===== src/rtl/game_state_ctrl_pkg.sv =====
// Shared definitions for the game-state controller and the sprite drawers.
package game_state_ctrl_pkg;

  typedef enum logic [1:0] {
    GS_IDLE = 2'b00,
    GS_RUN  = 2'b01,
    GS_OVER = 2'b10
  } gamestate_e;

  localparam int unsigned DEF_DEBOUNCE_FRAMES = 3;
  localparam int unsigned DEF_LOCK_FRAMES     = 30;
  localparam int unsigned DEF_BLINK_FRAMES    = 8;
  localparam int unsigned DEF_SCORE_DIV       = 6;

endpackage


===== src/rtl/game_state_ctrl_btn_debounce.sv =====
// Button synchronizer, frame-rate debouncer and press-event (rising edge) detector.
module btn_debounce
  import game_state_ctrl_pkg::*;
#(
  parameter int unsigned DEBOUNCE_FRAMES = DEF_DEBOUNCE_FRAMES
) (
  input  logic clk,
  input  logic rst,
  input  logic frame_tick,
  input  logic btn_raw,
  output logic press
);

  localparam int unsigned CNT_W = $clog2(DEBOUNCE_FRAMES + 1);

  logic             sync1_q, sync2_q;
  logic             level_q, level_d;
  logic [CNT_W-1:0] cnt_q, cnt_d, cnt_inc;
  logic             press_q, press_d;

  always_comb begin
    level_d = level_q;
    cnt_d   = cnt_q;
    cnt_inc = cnt_q + CNT_W'(1);
    if (frame_tick) begin
      if (sync2_q != level_q) begin
        if (cnt_inc == CNT_W'(DEBOUNCE_FRAMES)) begin
          level_d = sync2_q;
          cnt_d   = '0;
        end else begin
          cnt_d = cnt_inc;
        end
      end else begin
        cnt_d = '0;
      end
    end
    press_d = level_d & ~level_q;
  end

  always_ff @(posedge clk or posedge rst) begin
    if (rst) begin
      sync1_q <= 1'b0;
      sync2_q <= 1'b0;
      level_q <= 1'b0;
      cnt_q   <= '0;
      press_q <= 1'b0;
    end else begin
      sync1_q <= btn_raw;
      sync2_q <= sync1_q;
      level_q <= level_d;
      cnt_q   <= cnt_d;
      press_q <= press_d;
    end
  end

  assign press = press_q;

endmodule


===== src/rtl/game_state_ctrl.sv =====
// Game FSM (idle/run/over), score divider, restart lockout and restart-sprite blink.
module game_state_ctrl
  import game_state_ctrl_pkg::*;
#(
  parameter int unsigned DEBOUNCE_FRAMES = DEF_DEBOUNCE_FRAMES,
  parameter int unsigned LOCK_FRAMES     = DEF_LOCK_FRAMES,
  parameter int unsigned BLINK_FRAMES    = DEF_BLINK_FRAMES,
  parameter int unsigned SCORE_DIV       = DEF_SCORE_DIV
) (
  input  logic        clk,
  input  logic        rst,
  input  logic        frame_tick,
  input  logic        btn_raw,
  input  logic        collision,
  output logic [1:0]  gamestate,
  output logic        restart_visible,
  output logic        restart_pulse,
  output logic        jump_pulse,
  output logic [15:0] score
);

  localparam int unsigned DIV_W   = $clog2(SCORE_DIV + 1);
  localparam int unsigned LOCK_W  = $clog2(LOCK_FRAMES + 1);
  localparam int unsigned BLINK_W = $clog2(BLINK_FRAMES + 1);

  gamestate_e         state_q, state_d;
  logic [15:0]        score_q, score_d;
  logic [DIV_W-1:0]   div_q, div_d, div_inc;
  logic [LOCK_W-1:0]  lock_q, lock_d, lock_dec;
  logic [BLINK_W-1:0] blink_q, blink_d, blink_inc;
  logic               vis_q, vis_d;
  logic               restart_q, restart_d;
  logic               jump_q, jump_d;
  logic               press;

  btn_debounce #(
    .DEBOUNCE_FRAMES(DEBOUNCE_FRAMES)
  ) u_btn_debounce (
    .clk       (clk),
    .rst       (rst),
    .frame_tick(frame_tick),
    .btn_raw   (btn_raw),
    .press     (press)
  );

  always_comb begin
    state_d   = state_q;
    score_d   = score_q;
    div_d     = div_q;
    lock_d    = lock_q;
    blink_d   = blink_q;
    vis_d     = vis_q;
    restart_d = 1'b0;
    jump_d    = 1'b0;
    div_inc   = div_q + DIV_W'(1);
    lock_dec  = lock_q - LOCK_W'(1);
    blink_inc = blink_q + BLINK_W'(1);
    case (state_q)
      GS_IDLE: begin
        if (press) begin
          state_d   = GS_RUN;
          restart_d = 1'b1;
          score_d   = '0;
          div_d     = '0;
        end
      end
      GS_RUN: begin
        jump_d = press;
        if (frame_tick) begin
          if (collision) begin
            state_d = GS_OVER;
            lock_d  = LOCK_W'(LOCK_FRAMES);
            blink_d = '0;
            vis_d   = 1'b1;
          end else if (div_inc == DIV_W'(SCORE_DIV)) begin
            div_d   = '0;
            score_d = score_q + 16'd1;
          end else begin
            div_d = div_inc;
          end
        end
      end
      GS_OVER: begin
        // Presses during lockout are dropped; once unlocked the sprite stays lit.
        if (lock_q == '0) begin
          if (press) begin
            state_d   = GS_RUN;
            restart_d = 1'b1;
            score_d   = '0;
            div_d     = '0;
            vis_d     = 1'b0;
          end
        end else if (frame_tick) begin
          lock_d = lock_dec;
          if (lock_dec == '0) begin
            vis_d = 1'b1;
          end else if (blink_inc == BLINK_W'(BLINK_FRAMES)) begin
            blink_d = '0;
            vis_d   = ~vis_q;
          end else begin
            blink_d = blink_inc;
          end
        end
      end
      default: state_d = GS_IDLE;
    endcase
  end

  always_ff @(posedge clk or posedge rst) begin
    if (rst) begin
      state_q   <= GS_IDLE;
      score_q   <= '0;
      div_q     <= '0;
      lock_q    <= '0;
      blink_q   <= '0;
      vis_q     <= 1'b0;
      restart_q <= 1'b0;
      jump_q    <= 1'b0;
    end else begin
      state_q   <= state_d;
      score_q   <= score_d;
      div_q     <= div_d;
      lock_q    <= lock_d;
      blink_q   <= blink_d;
      vis_q     <= vis_d;
      restart_q <= restart_d;
      jump_q    <= jump_d;
    end
  end

  assign gamestate       = state_q;
  assign score           = score_q;
  assign restart_visible = vis_q;
  assign restart_pulse   = restart_q;
  assign jump_pulse      = jump_q;

endmodule


===== config.mk =====
export PLATFORM = sky130hd
export DESIGN_NAME = game_state_ctrl
export DESIGN_NICKNAME = d
export VERILOG_FILES = /design/src/rtl/game_state_ctrl_pkg.sv /design/src/rtl/game_state_ctrl_btn_debounce.sv /design/src/rtl/game_state_ctrl.sv
export SDC_FILE = /design/constraint.sdc
export NUM_CORES = 1
export LEC_CHECK = 0
export ABC_AREA = 1
export CAP_MARGIN = 20
export CORE_ASPECT_RATIO = 1.25
export CORE_MARGIN = 3
export CORE_UTILIZATION = 38
export DETAILED_ROUTE_END_ITERATION = 8
export PLACE_DENSITY = 0.64
export SKIP_CTS_REPAIR_TIMING = 1
export SYNTH_ARGS = -nofsm -noshare
export SYNTH_HDL_FRONTEND = slang
export SYNTH_SLANG_ARGS = --single-unit

===== constraint.sdc =====
create_clock -name clk -period 2.8 [get_ports clk]
set_input_delay 0.56 -clock clk [delete_from_list [all_inputs] [get_ports clk]]
set_output_delay 0.56 -clock clk [all_outputs]
set_load 0.005 [all_outputs]

=== Word level (Yosys, flattened, before mapping) ===
Cells that the tools add are included.

* Bitwise gates (word level): 3
* Add/subtract/negate cells: 5
* Equality and inequality tests: 17
* Muxes and demuxes: 46
* Reductions and logical operators: 11

{| class="wikitable"
|+ Operators with widths
! kind !! count
|-
| 16-bit two-way mux || 5
|-
| 16-bit case mux with 3 select lines || 1
|-
| 4-bit two-way mux || 6
|-
| 5-bit two-way mux || 4
|-
| 16-bit by 1-bit adder with 16-bit output (second input constant) || 1
|-
| 2-bit != test (second input constant) || 8
|-
| 3-bit two-way mux || 5
|-
| 1-bit two-way mux || 13
|-
| 2-bit two-way mux || 6
|-
| 6-bit AND reduction || 2
|-
| 5-bit zero test || 2
|-
| 5-bit case mux with 2 select lines || 1
|-
| 5-bit AND reduction || 2
|-
| 3-bit case mux with 3 select lines || 1
|-
| 4-bit case mux with 2 select lines || 1
|-
| 2-bit case mux with 3 select lines || 1
|-
| 5-bit by 1-bit subtractor with 5-bit output (second input constant) || 1
|-
| 4-bit by 1-bit adder with 4-bit output (second input constant) || 1
|-
| 2-bit == test (second input constant) || 2
|-
| 4-bit == test (second input constant) || 1
|-
| 4-bit != test (second input constant) || 1
|-
| 1-bit case mux with 2 select lines || 2
|-
| 4-bit AND reduction || 1
|-
| 3-bit by 1-bit adder with 3-bit output (second input constant) || 1
|-
| other kinds (12) || 13
|}

* Bits of input ports: 5
* Word-level logic and storage cells: 95
* Output and inout bits: 21
* Flip-flop bits (word level): 39

=== Logic depth before layout (Yosys ltp) ===
Gate-level depths: netlist of the first run.

* Word-level depth: 7
* Depth in mapped cells: 13
* Gate-level depth less buffers: 13

=== Hierarchy ===
A second synthesis of the first run with hierarchy kept.

* Cell total of the unflattened synthesis: 318
* Area total of the unflattened synthesis: 2351.0 sq um

{| class="wikitable"
|+ By module, submodules not included
! module !! cells an instance !! sequential area each (sq um) !! area an instance (sq um) !! instances
|-
| game_state_ctrl || 290 || 825.8 || 2108.3 || 1
|-
| btn_debounce || 28 || 150.1 || 242.7 || 1
|}

=== Worst setup path before layout of the first run ===
No wires, ideal clock.

* Path type: reg2reg
* From: reg lock_q[0]
* To: reg score_q[2] (netlist: score[2])
* Library setup time: 0.120 ns
* Required time: 2.680 ns
* Setup slack: 1.190 ns
* Path buffers: 1
* Data arrival time: 1.490 ns
* Stages on the path, launching flop included: 11
* Cells stage by stage: dfrtp_1 > inv_1 > ha_1 > nand3_2 > nand2_2 > nand3_4 > nor2_8 > inv_4 > buf_6 > o21ai_1 > a21oi_1

* Word-level cells in the longest chain between the ends: 3

{| class="wikitable"
|+ RTL lines
! what !! line !! text
|-
| from (decl) || game_state_ctrl.sv:29 || <nowiki>logic [LOCK_W-1:0] lock_q, lock_d, lock_dec;</nowiki>
|-
| from (signal assigned) || game_state_ctrl.sv:123 || <nowiki>lock_q <= lock_d;</nowiki>
|-
| 5-bit zero test || game_state_ctrl.sv:85 || <nowiki>if (lock_q == '0) begin</nowiki>
|-
| 2-bit != test (no line) || n/a ||
|-
| 5-bit AND reduction (no line) || n/a ||
|-
| to (signal assigned) || game_state_ctrl.sv:121 || <nowiki>score_q <= score_d;</nowiki>
|-
| to (decl) || game_state_ctrl.sv:27 || <nowiki>logic [15:0] score_q, score_d;</nowiki>
|}

No other way between the ends.
A chain may end at the register's enable or synchronous reset.

=== Worst setup path in the final report of the first run ===
* From: in frame_tick
* To: reg score_q[10] (netlist: score[10])

* Word-level cells in the longest chain between the ends: 2

{| class="wikitable"
|+ RTL lines
! what !! line !! text
|-
| from (decl) || game_state_ctrl.sv:12 || <nowiki>input logic frame_tick,</nowiki>
|-
| 2-bit != test (no line) || n/a ||
|-
| 5-bit AND reduction (no line) || n/a ||
|}

No other way between the ends.

==> results.py, run 1 <==
metrics = {
    "yosys": {
        "yosysSeqAreaShare_pct": 44.4,
        "ys_types": 36,
        "synth_edf_count": 0,
        "syn_nets": 287,
        "ys_ff_latch": 39,
        "synthesis.instances": 275,
        "syn_area_per_cell_sq_um": 7.98,
        "syn-cell-area_sq_um": 2200,
        "yosys_warnings": 0,
        "synth_async_sr_flop_share_pct": 100,
        "synth_ff_type": "dfrtp_1",
    },
    "finish": {
        "multi_input_comb_area_sq_um": 1050,
        "num_antenna_cells": 0,
        "register_area_sq_um": 976,
        "final_layout_size_suffix_gt1_share_pct": 9.15,
        "area_growth_pct": 19.7,
        "fillCellCount": 540,
        "nNetsFinal": 317,
    },
    "routing": {
        "num_vias": 1874,
        "drt_first_iter_violations": 59,
        "first_pass_iters": 4,
        "wirelength_mm": 4.58,
        "vias_per_cell": 5.06,
        "drc": 0,
        "ant_nets": 0,
        "wl_per_cell_um": 12.4,
    },
    "min_path": {
        "min_path_cells": 0,
        "min_to": "u_btn_debounce.sync2_q",
        "hold_class": "flop to flop",
        "min-delay-start": "u_btn_debounce.sync1_q",
    },
    "setup_path": {
        "end_kind": "flop",
        "reg2reg_to": "score[10]",
        "critPathKind": "input port to flop",
        "worstReg2RegStart": "gamestate[0]",
        "reg2reg_depth": 10,
        "startpoint_type": "input port",
        "required_ps": 2990,
        "crit_fanout": 19,
        "arrival_ps": 2210,
        "reg2reg_slack_ps": 840,
    },
    "cts": {
        "clock-sinks": 39,
        "cts_root_buf": "clkbuf_8",
        "clockBufferDepth": 2,
        "cts_tree": "done",
        "cts.clk_slew.worst_paths_ps": 80,
        "cts.htree.levels": 2,
        "clock_insertion_delay_worst_skew_ps": 290,
        "cts_made_buffers": 5,
    },
    "global_route": {
        "grt_max_degree": 40,
        "grtUsageTotal_pct": 15.7,
        "grt_pass1_wl_mm": 8.29,
        "first_global_vias": 1849,
        "antenna_found_initial": 0,
        "grt-ovfl-total": 0,
    },
    "power_and_ir_drop": {
        "cellPowerDensity_nw_per_um2": 640,
        "p_leak_nw": 1.29,
        "irDropWorstVdd_v": 0.000296,
    },
    "timing": {
        "hold_viol": 0,
        "worst-slew-pin-transition_ps": 488,
        "setup_tns_ps": 0,
        "min_period_ps": 2020,
        "max_slew_margin_pct": 67.5,
        "finalMaxSlewViolations": 0,
        "clock_skew_ps": 6.13,
        "max_freq_mhz": 494,
        "grt_setup_unrepaired": "false",
        "fin_ws_ps": 775,
        "layout_worst_path_cycle_share_pct": 72.3,
        "setup_violations": 0,
    },
    "floorplanning": {
        "core-area_sq_um": 5520,
        "initial_core_util_pct": 39.8,
        "fp.dieH_um": 91.0,
        "ioPinCount": 26,
        "die_area_sq_um": 6730,
        "fp-row-count": 30,
        "fp.dieW_um": 74.0,
    },
    "placement": {
        "io_buffers": 25,
        "preCtsSetupSlack_ps": 469,
        "gp_congestion": 0.811,
        "place_hpwl_mm": 3.37,
    },
    "outcome": {
        "outcome": "complete, no violations",
    },
    "flow_run": {
        "max_cap_viol_count": 0,
    },
}
## synthesized netlist by cell type, types with 2 or more instances
cell	n	area share (%)
ha_1	7	4.0
a21oi_1	4	0.91
nor2_2	2	0.57
o31ai_1	2	0.68
nand4_1	14	4.0
xor2_1	5	2.0
nand3_2	2	0.91
nor2_1	22	3.8
dfrtp_1	39	44
nor3_1	5	1.1
o31ai_2	2	1.1
nand2_1	70	12
or2_2	3	0.85
inv_2	2	0.34
o21ai_0	18	4.1
inv_1	36	6.2
nand3_1	20	4.6
o21ai_1	4	0.91
## metal layers
layer,up-vias,track usage [%],routed length [um]
met2,31,25.9,2240
met3,6,3.65,129
met5,-,0,0
met1,880,19.4,2120
li1,957,-,-
met4,0,6.19,89
## cell type report
cell class,instances,area share [%]
sequential,39,37.1
inverter,39,5.66
clock buffer,6,3.14
timing repair buffer,26,9.80
tap,64,3.05
clock inverter,2,1.33
multi-input combinational,194,39.9
## through the flow
stage / hold WS [ps] / util [%] / std cells / cell area [sq um] / total power (W)
2_1_floorplan: 331 / - / 275 / 2200 / 0.00107
3_3_place_gp: 333 / 45.5 / 362 / 2510 / 0.00120
3_5_place_dp: 336 / 45.5 / 362 / 2510 / 0.00121
4_1_cts: 355 / 47.6 / 370 / 2630 / 0.00171
5_1_grt: 370 / 47.6 / 370 / 2630 / 0.00182
6_report: 353 / 47.6 / 370 / 2630 / 0.00168
## flip-flops by register name, indices dropped and copies added, names as in the netlist
register,cells
score,16
lock_q,5
blink_q,4
div_q,3
gamestate,2
u_btn_debounce.cnt_q,2
jump_pulse,1
restart_pulse,1
restart_visible,1
u_btn_debounce.level_q,1
u_btn_debounce.press,1
u_btn_debounce.sync1_q,1
u_btn_debounce.sync2_q,1
## worst max-delay path by stage
stage                     slack [ps]         to  startpoint  cells past startpoint
after floorplan                 1190   score[2]   lock_q[0]                     10
after global routing             580   score[9]  frame_tick                     10
after global placement           500   score[9]  frame_tick                     10
after detailed placement         470   score[9]  frame_tick                     10
after CTS                        780   score[9]  frame_tick                     10
final                            780  score[10]  frame_tick                     10
## layout by cell type (no fill, tap or decap), drive strengths merged, types with 3 or more instances in the layout
cell type / Yosys / layout
or2: 3 / 3
xor2: 5 / 5
nand2: 72 / 72
o31ai: 4 / 4
nand3: 23 / 23
nand4: 14 / 14
inv: 39 / 39
a21oi: 4 / 4
nor2: 25 / 25
dfrtp: 39 / 39
ha: 7 / 7
clkdlybuf4s50: 0 / 25
nor3: 5 / 5
o21ai: 23 / 23
clkbuf: 1 / 6
## worst max-delay path, cell delays in order
cell             delay, ps
clkdlybuf4s50_1        580
inv_2                   80
o22ai_2                160
nand3_4                160
nor2_8                 260
inv_4                  110
nor2_1                 140
nand2_1                 60
nand2_1                 60
nor2_1                  40
## power breakdown
group / internal (W) / switching (W) / leakage [nW]
clock network: 0.000288 / 0.000201 / 0.0612
registers: 0.000666 / 0.0000982 / 0.463
logic: 0.000182 / 0.000246 / 0.762
total: 0.00114 / 0.000545 / 1.29
## cell families after synthesis
kind of cell,share of synthesized area (%)
simple gates,30.5
buf+inv,7.81
compound gates,11.2
flops,44.4
fa+ha+maj,3.99
xor+xnor,1.99
Note: power is estimated with default switching activity, not from simulation.
==> run 2, diff against run 1 <==
Clock period 2.8 ns to 1.9 ns, I/O delays scaled along.
==> run 2 against run 1 <==
  * Sequential share of layout area down 1.3 points
  * Routed wire length up 0.83%
  * Total power up 55%
  * Global-route usage about the same
  * Final area up 3.7%
  * Critical endpoint is now score[8]
==> results.py, run 2 (same netlist as run 1, synthesis figures left out) <==
metrics = {
    "routing": {
        "vias_per_cell": 4.98,
        "wl_met1_mm": 2.06,
        "first_pass_iters": 5,
        "drt_first_iter_violations": 95,
        "drc": 0,
        "met3RoutedLength_um": 146,
        "num_vias": 1889,
        "wl_per_cell_um": 12.2,
        "wirelength_mm": 4.62,
        "wl_met2_mm": 2.35,
        "ant_nets": 0,
        "top_layer_used": "met4",
    },
    "setup_path": {
        "end_kind": "output port",
        "crit_family": "buffers and inverters",
        "crit_fanout": 7,
        "worstPathCellList": "clkdlybuf4s50_1",
        "required_ps": 1520,
        "arrival_ps": 1340,
        "cp_slowest_stage_delay_ps": 560,
        "worst-path-buf-inv": 1,
        "startpoint_type": "flop",
        "slowest_stage": "clkdlybuf4s50_1",
        "critPathKind": "flop to output port",
    },
    "global_route": {
        "grt_pass1_wl_mm": 8.37,
        "grt-ovfl-total": 0,
        "grtUsageTotal_pct": 15.7,
        "grt_max_degree": 40,
        "antenna_found_initial": 0,
        "first_global_vias": 1901,
    },
    "cts": {
        "clock-sinks": 39,
        "cts_made_buffers": 5,
        "cts_tree": "done",
        "cts_root_buf": "clkbuf_8",
        "cts.clk_slew.worst_paths_ps": 80,
        "clockBufferDepth": 2,
        "clock_insertion_delay_worst_skew_ps": 290,
        "cts.htree.levels": 2,
    },
    "finish": {
        "register_area_sq_um": 976,
        "instances_no_fill": 379,
        "finish.instance_area_sq_um": 2730,
        "fillCellCount": 519,
        "post-route-util_pct": 49.4,
        "area_growth_pct": 24.2,
        "final_layout_size_suffix_gt1_share_pct": 11.7,
        "nNetsFinal": 326,
        "final_cell_mix": "70 x nand2_1, 39 x dfrtp_1, 36 x inv_1",
        "num_antenna_cells": 0,
        "layout_commonest_cell": "nand2_1",
        "largest_reg_flops": 16,
        "multi_input_comb_area_sq_um": 1050,
    },
    "flow_run": {
        "max_cap_viol_count": 0,
    },
    "placement": {
        "place_hpwl_mm": 3.45,
        "io_buffers": 25,
        "gp_congestion": 0.775,
        "dpl_cell_area_sq_um": 2590,
        "dpl.cell_count": 371,
    },
    "timing": {
        "layout_worst_path_cycle_share_pct": 90.6,
        "worst-slew-pin-transition_ps": 290,
        "clock_skew_ps": 2.61,
        "hold_viol": 0,
        "setup_violations": 0,
        "min_period_ps": 1720,
        "max_freq_mhz": 581,
        "finalMaxSlewViolations": 0,
        "max_slew_margin_pct": 80.5,
    },
    "floorplanning": {
        "fp.dieW_um": 74.0,
        "die_area_sq_um": 6730,
        "initial_core_util_pct": 39.8,
        "fp-row-count": 30,
        "fp.dieH_um": 91.0,
        "core-area_sq_um": 5520,
        "ioPinCount": 26,
    },
    "outcome": {
        "outcome": "complete, no violations",
    },
    "power_and_ir_drop": {
        "p_leak_nw": 1.34,
        "cellPowerDensity_nw_per_um2": 958,
        "irDropWorstVdd_v": 0.000348,
    },
    "min_path": {
        "hold_class": "flop to flop",
    },
}
## run 2: cell count changes in the layout (fill, tap and decap cells not counted), sizes merged
cell	previous run	this run
buf	1	10
bufinv	1	2
clkinv	1	0
## run 2: final cells by class
type                    instances  area share (%)
inverters                      39            5.46
multi-input cells             194            38.5
well taps                      64            2.94
repair buffers                 35            12.4
flip-flops and latches         39            35.8
clock buffers                   6            2.66
clock inverters                 2            2.20
## run 2: stage by stage
stage	TNS, ps	total power, W	setup WS (ps)	hold WS, ps
floorplan	0	0.00158	290	331
global placement	0	0.00179	81.2	333
detailed placement	0	0.00181	41.5	341
CTS	0	0.00265	155	359
global route	-12.2	0.00282	-7.88	361
finish	0	0.00261	178	356
## run 2: final timing paths
check | start | endpoint | slack, ps | cells past startpoint
min in group asynchronous | rst | blink_q[0] | 440 | 3
max in group asynchronous | rst | restart_pulse | 1270 | 3
min reg2reg | u_btn_debounce.sync1_q | u_btn_debounce.sync2_q | 360 | 0
max reg2reg | lock_q[1] | score[9] | 190 | 11
min | u_btn_debounce.sync1_q | u_btn_debounce.sync2_q | 360 | 0
max | score[8] | score[8] | 180 | 1
## run 2: routing by layer
metal,GRT usage (%),vias up
met5,0,-
met4,4.08,0
met3,3.43,7
met2,26.8,31
met1,19.6,872
li1,-,979
## run 2: power by group
group	total (W)	switching [W]	internal [W]	leakage [nW]
logic	0.000666	0.000375	0.000291	0.809
registers	0.00113	0.000147	0.000982	0.463
clock network	0.000817	0.000292	0.000525	0.0654
total	0.00261	0.000813	0.00180	1.34
==> run 3, diff against run 2 <==
Settings changed: ABC_AREA 1 to not set, TNS_END_PERCENT set to 30.
==> run 3 against run 2 <==
  * The run now ends with setup timing left
  * Worst setup slack worse by 390 ps
  * Clock skew is 2.2 ps higher
  * Utilization is 3.9 points higher
  * Non-clock buffer count is 17 higher
  * Sequential power is 4% higher
  * Via count is 7.6% lower
  * Maximum frequency is 18% lower
  * Global-route usage is 0.18 points lower
  * Die area is 4.0% lower
  * Critical path type is now flop to flop
  * Critical endpoint is now score[11]
==> results.py, run 3 <==
metrics = {
    "outcome": {
        "outcome": "finished, violations left",
        "violations": "setup timing",
    },
    "setup_path": {
        "endpoint": "score[11]",
        "arrival_ps": 2280,
        "required_ps": 2070,
        "worstReg2RegStart": "lock_q[0]",
        "slowest_stage": "or4b_4",
        "startpoint_type": "flop",
        "worstPathCellList": "inv_2 -> ha_4 -> or4b_4 -> a21oi_4 -> nand4_1 -> buf_4 -> o21a_1 -> a2bb2oi_1",
        "critPathLaunch": "lock_q[0]",
        "reg2reg_to": "score[11]",
        "end_kind": "flop",
        "worst-path-buf-inv": 2,
        "crit_cells": 8,
        "crit_fanout": 7,
        "reg2reg_slack_ps": -210,
        "reg2reg_depth": 8,
        "critPathKind": "flop to flop",
        "cp_slowest_stage_delay_ps": 540,
        "crit_family": "simple AND/OR/NAND/NOR gates",
    },
    "finish": {
        "fillCellCount": 500,
        "nNetsFinal": 281,
        "area_growth_pct": 32.5,
        "post-route-util_pct": 53.3,
        "finish.instance_area_sq_um": 2790,
        "num_antenna_cells": 0,
        "layout_commonest_cell": "dfrtp_1",
        "final_layout_size_suffix_gt1_share_pct": 22.2,
        "instances_no_fill": 332,
        "largest_reg_flops": 16,
        "final_cell_mix": "39 x dfrtp_1, 25 x clkdlybuf4s50_1, 25 x buf_4",
    },
    "yosys": {
        "synthTopCellsByCount": "39 x dfrtp_1, 23 x nor2_1, 18 x nand2_1",
        "syn_nets": 226,
        "ys_ff_latch": 39,
        "synth_top_area_cell": "dfrtp_1",
        "synth_ff_type": "dfrtp_1",
        "syn-cell-area_sq_um": 2100,
        "synth.area.top_cells": "dfrtp_1 46%, ha_1 4.2%, nor2_1 4.1%",
        "ys_types": 49,
        "synth_async_sr_flop_share_pct": 100,
        "yosys_warnings": 0,
        "yosysTopAreaCellShare_pct": 46.4,
        "yosysSeqAreaShare_pct": 46.4,
        "yosysMostFrequentCell": "dfrtp_1",
        "syn_area_per_cell_sq_um": 9.82,
        "synth_edf_count": 0,
        "synthesis.instances": 214,
    },
    "floorplanning": {
        "core-area_sq_um": 5230,
        "ioPinCount": 26,
        "fp.dieH_um": 89.2,
        "die_area_sq_um": 6470,
        "fp-row-count": 29,
        "fp.dieW_um": 72.5,
        "initial_core_util_pct": 40.2,
    },
    "timing": {
        "grt_setup_unrepaired": "true",
        "layout_worst_path_cycle_share_pct": 111,
        "worst-slew-pin-transition_ps": 494,
        "max_slew_margin_pct": 67.1,
        "finalMaxSlewViolations": 0,
        "min_period_ps": 2110,
        "setup_violations": 19,
        "hold_viol": 0,
        "fin_ws_ps": -207,
        "max_freq_mhz": 475,
        "clock_skew_ps": 4.83,
        "hold_slack_ps": 351,
    },
    "cts": {
        "clock-sinks": 39,
        "clockBufferDepth": 2,
        "cts_made_buffers": 5,
        "cts_root_buf": "clkbuf_8",
        "cts_tree": "done",
        "clock_insertion_delay_worst_skew_ps": 290,
        "cts.htree.levels": 2,
        "cts.clk_slew.worst_paths_ps": 70,
    },
    "power_and_ir_drop": {
        "p_leak_nw": 1.19,
        "irDropWorstVdd_v": 0.000518,
        "cellPowerDensity_nw_per_um2": 981,
        "finalPower_w": 0.00273,
    },
    "global_route": {
        "grt_max_degree": 40,
        "first_global_vias": 1728,
        "grtUsageTotal_pct": 15.5,
        "antenna_found_initial": 0,
        "grt-ovfl-total": 0,
        "grt_pass1_wl_mm": 7.89,
    },
    "flow_run": {
        "max_cap_viol_count": 0,
    },
    "routing": {
        "drt_first_iter_violations": 49,
        "wl_per_cell_um": 13.9,
        "first_pass_iters": 4,
        "vias_per_cell": 5.26,
        "drc": 0,
        "num_vias": 1745,
        "ant_nets": 0,
        "wirelength_mm": 4.61,
    },
    "placement": {
        "dpl.cell_count": 322,
        "place_hpwl_mm": 3.39,
        "io_buffers": 25,
        "dpl_cell_area_sq_um": 2630,
        "gp_congestion": 0.801,
    },
    "min_path": {
        "hold_class": "flop to flop",
    },
}
[run 3: cell count changes after synthesis, moves of 6 or more]
cell / delta
a21oi_1: +7
inv_1: -29
nand2_1: -52
nand3_1: -11
nand4_1: -6
xnor2_1: +7
[run 3: cells by family (layout without fill, tap and decap cells)]
kind of cell | count (synthesis) | count (layout) | synth area share, %
buf+inv | 11 | 67 | 2.38
fa+ha+maj | 7 | 7 | 4.17
xor+xnor | 14 | 14 | 5.83
simple gates | 93 | 93 | 24.4
mux | 4 | 4 | 2.08
compound gates | 46 | 46 | 14.7
flops | 39 | 39 | 46.4
[run 3: area by class of cell]
| type | instances | area (sq um) | share of cell area (%) |
|---|---|---|---|
| clock buffer | 7 | 76.3 | 2.74 |
| clock inverter | 1 | 5.00 | 0.180 |
| inverter | 7 | 26.3 | 0.943 |
| multi-input combinational | 164 | 1150 | 41.5 |
| sequential | 39 | 976 | 35.0 |
| tap | 62 | 77.6 | 2.79 |
| timing repair buffer | 52 | 469 | 16.8 |
[run 3: report_power, final]
part	switching [W]	internal, W	total, W	leakage (nW)
clock network	0.000288	0.000258	0.000545	0.0422
registers	0.000175	0.00101	0.00118	0.495
logic	0.000456	0.000550	0.00101	0.652
[run 3: worst reg2reg max path: stages, from the launching register on]
cell	delay (ps)
dfrtp_1	390
inv_2	70
ha_4	130
or4b_4	540
a21oi_4	180
nand4_1	190
buf_4	200
o21a_1	160
a2bb2oi_1	140
[run 3: metal layers]
metal  share of wire, %  global-route usage, %
met5                  0                      0
met4                1.8                   5.54
met3                1.8                   2.70
met2                 49                   26.8
met1                 47                   19.4
[run 3: through the flow]
step                      setup WS (ps)  setup TNS, ps
after floorplan                    -146           -938
after global placement             -283          -2540
after detailed placement           -305          -3150
after CTS                          -220          -2350
after global routing               -305          -4310
final                              -207          -2010
[run 3: worst min path at each step]
stage                                start                endpoint  slack [ps]  cells after the start
floorplan           u_btn_debounce.sync1_q  u_btn_debounce.sync2_q         330                      0
global placement    u_btn_debounce.sync1_q  u_btn_debounce.sync2_q         340                      0
detailed placement  u_btn_debounce.sync1_q  u_btn_debounce.sync2_q         330                      0
CTS                 u_btn_debounce.sync1_q  u_btn_debounce.sync2_q         350                      0
global route        u_btn_debounce.sync1_q  u_btn_debounce.sync2_q         360                      0
finish              u_btn_debounce.sync1_q  u_btn_debounce.sync2_q         350                      0
